[config.mk]
export PLATFORM = sky130hd
export DESIGN_NAME = axi_fifo_dummy_core
export DESIGN_NICKNAME = d
export VERILOG_FILES = /design/src/rtl/axi_fifo_pkg.sv /design/src/rtl/msg_fifo.sv /design/src/rtl/axi_fifo_dummy_core.sv
export SDC_FILE = /design/constraint.sdc
export NUM_CORES = 1
export LEC_CHECK = 0
export CORE_MARGIN = 1
export CORE_UTILIZATION = 35
export DETAILED_ROUTE_END_ITERATION = 10
export SYNTH_ARGS = -nofsm -noshare
export SYNTH_HDL_FRONTEND = slang
export SYNTH_SLANG_ARGS = --single-unit
[constraint.sdc]
create_clock -name clk -period 5.3 [get_ports clk]
set_input_delay 1.59 -clock clk [delete_from_list [all_inputs] [get_ports clk]]
set_output_delay 1.59 -clock clk [all_outputs]
set_load 0.01 [all_outputs]
[src/rtl/axi_fifo_pkg.sv]
// Shared widths and the message type for the dummy AXI FIFO shim.
// Count width is sized to hold 0..DEPTH inclusive.
package axi_fifo_pkg;

  localparam int W_MSG_DFLT = 64;
  localparam int DEPTH_DFLT = 4;

  function automatic int cnt_w(input int depth);
    return $clog2(depth + 1);
  endfunction

  localparam int CNT_W_DFLT = cnt_w(DEPTH_DFLT);

  typedef logic [W_MSG_DFLT-1:0] msg_t;

endpackage

[src/rtl/msg_fifo.sv]
// Synchronous FIFO: push-with-ack (one ack pulse per accepted word, no push while ack high),
// pop on consumer ack. Head visible the cycle after push; full stalls push on pre-edge count.
module msg_fifo
  import axi_fifo_pkg::*;
#(
  parameter int W     = W_MSG_DFLT,
  parameter int DEPTH = DEPTH_DFLT
) (
  input  logic                     clk,
  input  logic                     rst,
  input  logic                     push_rdy,
  input  logic [W-1:0]             push_dat,
  output logic                     push_ack,
  output logic                     pop_rdy,
  output logic [W-1:0]             pop_dat,
  input  logic                     pop_ack,
  output logic [cnt_w(DEPTH)-1:0]  level
);

  localparam int AW = $clog2(DEPTH);
  localparam int CW = cnt_w(DEPTH);

  logic [W-1:0]  mem_q [DEPTH];
  logic [W-1:0]  mem_d [DEPTH];
  logic [AW-1:0] wr_ptr_q, wr_ptr_d;
  logic [AW-1:0] rd_ptr_q, rd_ptr_d;
  logic [CW-1:0] count_q, count_d;
  logic          ack_q, ack_d;
  logic          full, empty, do_push, do_pop;

  always_comb begin
    full     = (count_q == CW'(DEPTH));
    empty    = (count_q == '0);
    // ack_q gates the push so a producer that drops rdy a cycle late is not written twice
    do_push  = push_rdy && !ack_q && !full;
    do_pop   = pop_ack && !empty;
    ack_d    = do_push;
    mem_d    = mem_q;
    wr_ptr_d = wr_ptr_q;
    rd_ptr_d = rd_ptr_q;
    count_d  = count_q;
    if (do_push) begin
      mem_d[wr_ptr_q] = push_dat;
      wr_ptr_d        = wr_ptr_q + AW'(1);
    end
    if (do_pop) begin
      rd_ptr_d = rd_ptr_q + AW'(1);
    end
    case ({do_push, do_pop})
      2'b10:   count_d = count_q + CW'(1);
      2'b01:   count_d = count_q - CW'(1);
      default: count_d = count_q;
    endcase
  end

  always_ff @(posedge clk) begin
    if (rst) begin
      mem_q    <= '{default: '0};
      wr_ptr_q <= '0;
      rd_ptr_q <= '0;
      count_q  <= '0;
      ack_q    <= 1'b0;
    end else begin
      mem_q    <= mem_d;
      wr_ptr_q <= wr_ptr_d;
      rd_ptr_q <= rd_ptr_d;
      count_q  <= count_d;
      ack_q    <= ack_d;
    end
  end

  assign push_ack = ack_q;
  assign pop_rdy  = !empty;
  assign pop_dat  = empty ? '0 : mem_q[rd_ptr_q];
  assign level    = count_q;

endmodule

[src/rtl/axi_fifo_dummy_core.sv]
// Message shim: inbound (outside->controller) and outbound (controller->outside) FIFOs, fully independent.
// AXI_FIFO_DUMMY_LEVEL_EN adds in_level/out_level entry-count outputs.
module axi_fifo_dummy_core
  import axi_fifo_pkg::*;
#(
  parameter int W_MSG = W_MSG_DFLT,
  parameter int DEPTH = DEPTH_DFLT
) (
  input  logic                    clk,
  input  logic                    rst,
  input  logic                    o_in_msg_rdy,
  input  logic [W_MSG-1:0]        o_in_msg,
  output logic                    o_in_msg_ack,
  output logic                    i_in_msg_rdy,
  output logic [W_MSG-1:0]        i_in_msg,
  input  logic                    i_in_msg_ack,
  input  logic                    i_out_msg_rdy,
  input  logic [W_MSG-1:0]        i_out_msg,
  output logic                    i_out_msg_ack,
  output logic                    o_out_msg_rdy,
  output logic [W_MSG-1:0]        o_out_msg,
  input  logic                    o_out_msg_ack
`ifdef AXI_FIFO_DUMMY_LEVEL_EN
  ,
  output logic [cnt_w(DEPTH)-1:0] in_level,
  output logic [cnt_w(DEPTH)-1:0] out_level
`endif
);

  logic [cnt_w(DEPTH)-1:0] in_cnt;
  logic [cnt_w(DEPTH)-1:0] out_cnt;

  msg_fifo #(.W(W_MSG), .DEPTH(DEPTH)) u_in_fifo (
    .clk      (clk),
    .rst      (rst),
    .push_rdy (o_in_msg_rdy),
    .push_dat (o_in_msg),
    .push_ack (o_in_msg_ack),
    .pop_rdy  (i_in_msg_rdy),
    .pop_dat  (i_in_msg),
    .pop_ack  (i_in_msg_ack),
    .level    (in_cnt)
  );

  msg_fifo #(.W(W_MSG), .DEPTH(DEPTH)) u_out_fifo (
    .clk      (clk),
    .rst      (rst),
    .push_rdy (i_out_msg_rdy),
    .push_dat (i_out_msg),
    .push_ack (i_out_msg_ack),
    .pop_rdy  (o_out_msg_rdy),
    .pop_dat  (o_out_msg),
    .pop_ack  (o_out_msg_ack),
    .level    (out_cnt)
  );

`ifdef AXI_FIFO_DUMMY_LEVEL_EN
  assign in_level  = in_cnt;
  assign out_level = out_cnt;
`else
  logic [2*cnt_w(DEPTH)-1:0] level_unused;
  assign level_unused = {in_cnt, out_cnt};
`endif

endmodule

==> reports/metrics.yaml <==
worst_setup_path:
  rrSetupSlack_ns: 2.75
  path_max_fanout: 33
  worstPathArrival_ns: 2.95
  r2r_cells: 5
  crit_required_ns: 3.71
  end_kind: "output port"
  critPathKind: "reg2out"
  start_kind: "flop"
routing:
  drc: 0
  vias: 16300
  postRouteAntennaNets: 0
  drt-initial-drc-count: 689
  vias_per_cell: 4.85
  dr.pass1.iters: 4
  drt-total-wl_mm: 60.5
  post_drt_wl_per_cell_um: 18.0
global_route:
  grt_max_degree: 177
  grt_pass1_wl_mm: 95.5
  grt_usage_pct: 16.6
  grt_pass1_vias: 17300
  antenna_found_initial: 10
  gr-total-overflow: 0
power:
  vdd_drop_max_mv: 0.262
  p_sw_mw: 3.45
  combPwrFrac_pct: 24.8
  swShare_pct: 29.3
  power.density_nw_per_um2: 389
  power_frac_seq_pct: 38.8
  leakage_nw: 12.5
  p_clk_share_pct: 36.4
  p_int_mw: 8.32
  p_total_mw: 11.8
sta:
  fmax_ghz: 0.220
  rsz0062_at_grt: "false"
  finClkSkew_ns: 0.0195
  max_slew.worst_pin.slew_ns: 1.07
  final-hold-violation-count: 0
  setup_violations: 0
  drv_slew: 0
  fin_ws_ns: 0.757
  final.period_utilization_pct: 85.7
  slew_headroom_pct: 28.4
  finalSetupTns_ns: 0
  hold_slack_ns: 0.469
  period_needed_ns: 4.54
placement:
  dp_hpwl_mm: 36.3
  io_buffers: 265
  gp_congestion: 0.735
  preCtsSetupSlack_ns: 1.32
floorplan:
  die_h_um: 269
  rows: 97
  start_util_pct: 35.4
  io_pins: 266
  die_w_um: 269
  core_um2: 70100
  die_area_um2: 72100
clock_network:
  ctsResizeCount: 0
  cts_sinks: 528
  clock_latency_ns: 0.62
  cts_tree: "built"
  clkTransAtPathRegs_ns: 0.06
  h-tree-depth: 2
  post_cts_buffers: 0
  clockBufferDepth: 3
  root_buffer: "clkbuf_16"
  holdBufCountCts: 0
  cts_buffers: 60
logic_synthesis:
  synth-main-ff-cell: "dfxtp_1"
  netlist_area_um2: 24900
  ys_ff_latch: 528
  synth_edf_count: 0
  syn_nets: 2342
  synthArstFlopShare_pct: 0
  ys_types: 26
  seq_area_frac_synth_pct: 42.5
  synthCells: 2196
  syn_avg_cell_area_um2: 11.3
  yosys_warnings: 0
final_layout:
  layout_commonest_cell: "nand2b_1"
  final_util_pct: 43.2
  nFillCells: 6567
  area_growth_pct: 21.7
  drive_gt1_share_pct: 11.0
  layout_common_cells: "644 x nand2b_1, 524 x dfxtp_1, 514 x mux2i_1"
  seqCellArea_um2: 10600
  multiInputGateArea_um2: 13400
  final_net_count: 2523
min_path:
  hold_path_depth: 2
  hp-class: "reg2reg"
run_status:
  status: "finished clean"
job:
  max-cap-violations: 0
==> synth_stat cells (all sizes together), types with 2 or more instances <==
cell type / n / share of area, %
o21ai: 2 / 0.040
mux2: 2 / 0.091
and2: 130 / 3.3
o311ai: 2 / 0.070
clkbuf: 98 / 1.5
mux4: 128 / 12
xor2: 8 / 0.28
and3b: 4 / 0.14
o31ai: 2 / 0.060
nand2: 2 / 0.030
nand2b: 644 / 16
dfxtp: 528 / 43
mux2i: 514 / 21
ha: 10 / 0.50
a21oi: 4 / 0.081
inv: 14 / 0.21
nand4b: 5 / 0.18
nor2: 16 / 0.24
or3: 4 / 0.10
or3b: 2 / 0.070
fa: 2 / 0.16
buf: 74 / 2.0
==> area by class of cell <==
type                       count  area share, %
timing repair buffer         291           9.92
antenna                        2         0.0165
clock buffer                  85           5.74
sequential                   528           35.0
multi-input combinational   1482           44.3
clock inverter                28           1.03
tap                          940           3.89
inverter                      14          0.174
==> cells by family after synthesis <==
kind of cell / synth area share [%]
and+or+nand+nor: 20.3
xor gates and xnor gates: 0.282
AOI/OAI and AO/OA: 0.252
DFF: 42.5
adders and majority gates: 0.664
buffers and inverters: 3.64
muxes: 32.4
==> per-stage QoR <==
step | cells | instance area, um^2
detailed placement | 3255 | 28200
floorplan | 2196 | 24900
CTS | 3368 | 30300
global route | 3369 | 30300
finish | 3370 | 30300
global placement | 3255 | 28200
==> state kept, by name (all words and copies together) (netlist names) <==
register and cells:
u_out_fifo.mem_q 256, u_in_fifo.level 3, u_out_fifo.rd_ptr_q 2, u_in_fifo.wr_ptr_q 2, u_out_fifo.push_ack 1, u_in_fifo.push_ack 1
u_out_fifo.wr_ptr_q 2, u_in_fifo.rd_ptr_q 2, u_in_fifo.mem_q 256, u_out_fifo.level 3
==> worst paths after layout <==
path,from,endpoint
hold reg to reg,u_in_fifo.mem_q[111],u_in_fifo.mem_q[111]
setup / recovery,u_in_fifo.rd_ptr_q[0],i_in_msg[50]
setup reg to reg,u_out_fifo.level[2],u_out_fifo.mem_q[197]
hold / removal,u_in_fifo.mem_q[111],u_in_fifo.mem_q[111]
==> power groups by stage <==
stage | combinational, mW | clock (mW) | sequential (mW)
2_1_floorplan | 2.05 | 0 | 4.46
3_3_place_gp | 2.94 | 0 | 4.65
3_5_place_dp | 2.98 | 0 | 4.67
4_1_cts | 3.00 | 4.42 | 4.58
5_1_grt | 3.16 | 4.58 | 4.63
6_report | 2.92 | 4.29 | 4.57
==> worst max-delay path, cell delays in order, from the launching register on <==
cell,delay (ns)
dfxtp_4,0.70
buf_12,0.36
mux4_2,0.54
and2_1,0.17
clkdlybuf4s50_1,0.54
==> metal layers <==
metal | wire length (um) | part of all wire (%) | GRT usage (%) | up-vias
met2 | 28800 | 48 | 28.0 | 282
met5 | 116 | 0.19 | 0 | -
met1 | 27100 | 45 | 20.9 | 8096
met3 | 3360 | 5.6 | 4.56 | 93
li1 | - | - | - | 7840
met4 | 1140 | 1.9 | 4.13 | 18
Power figures use the tool's default switching activity.
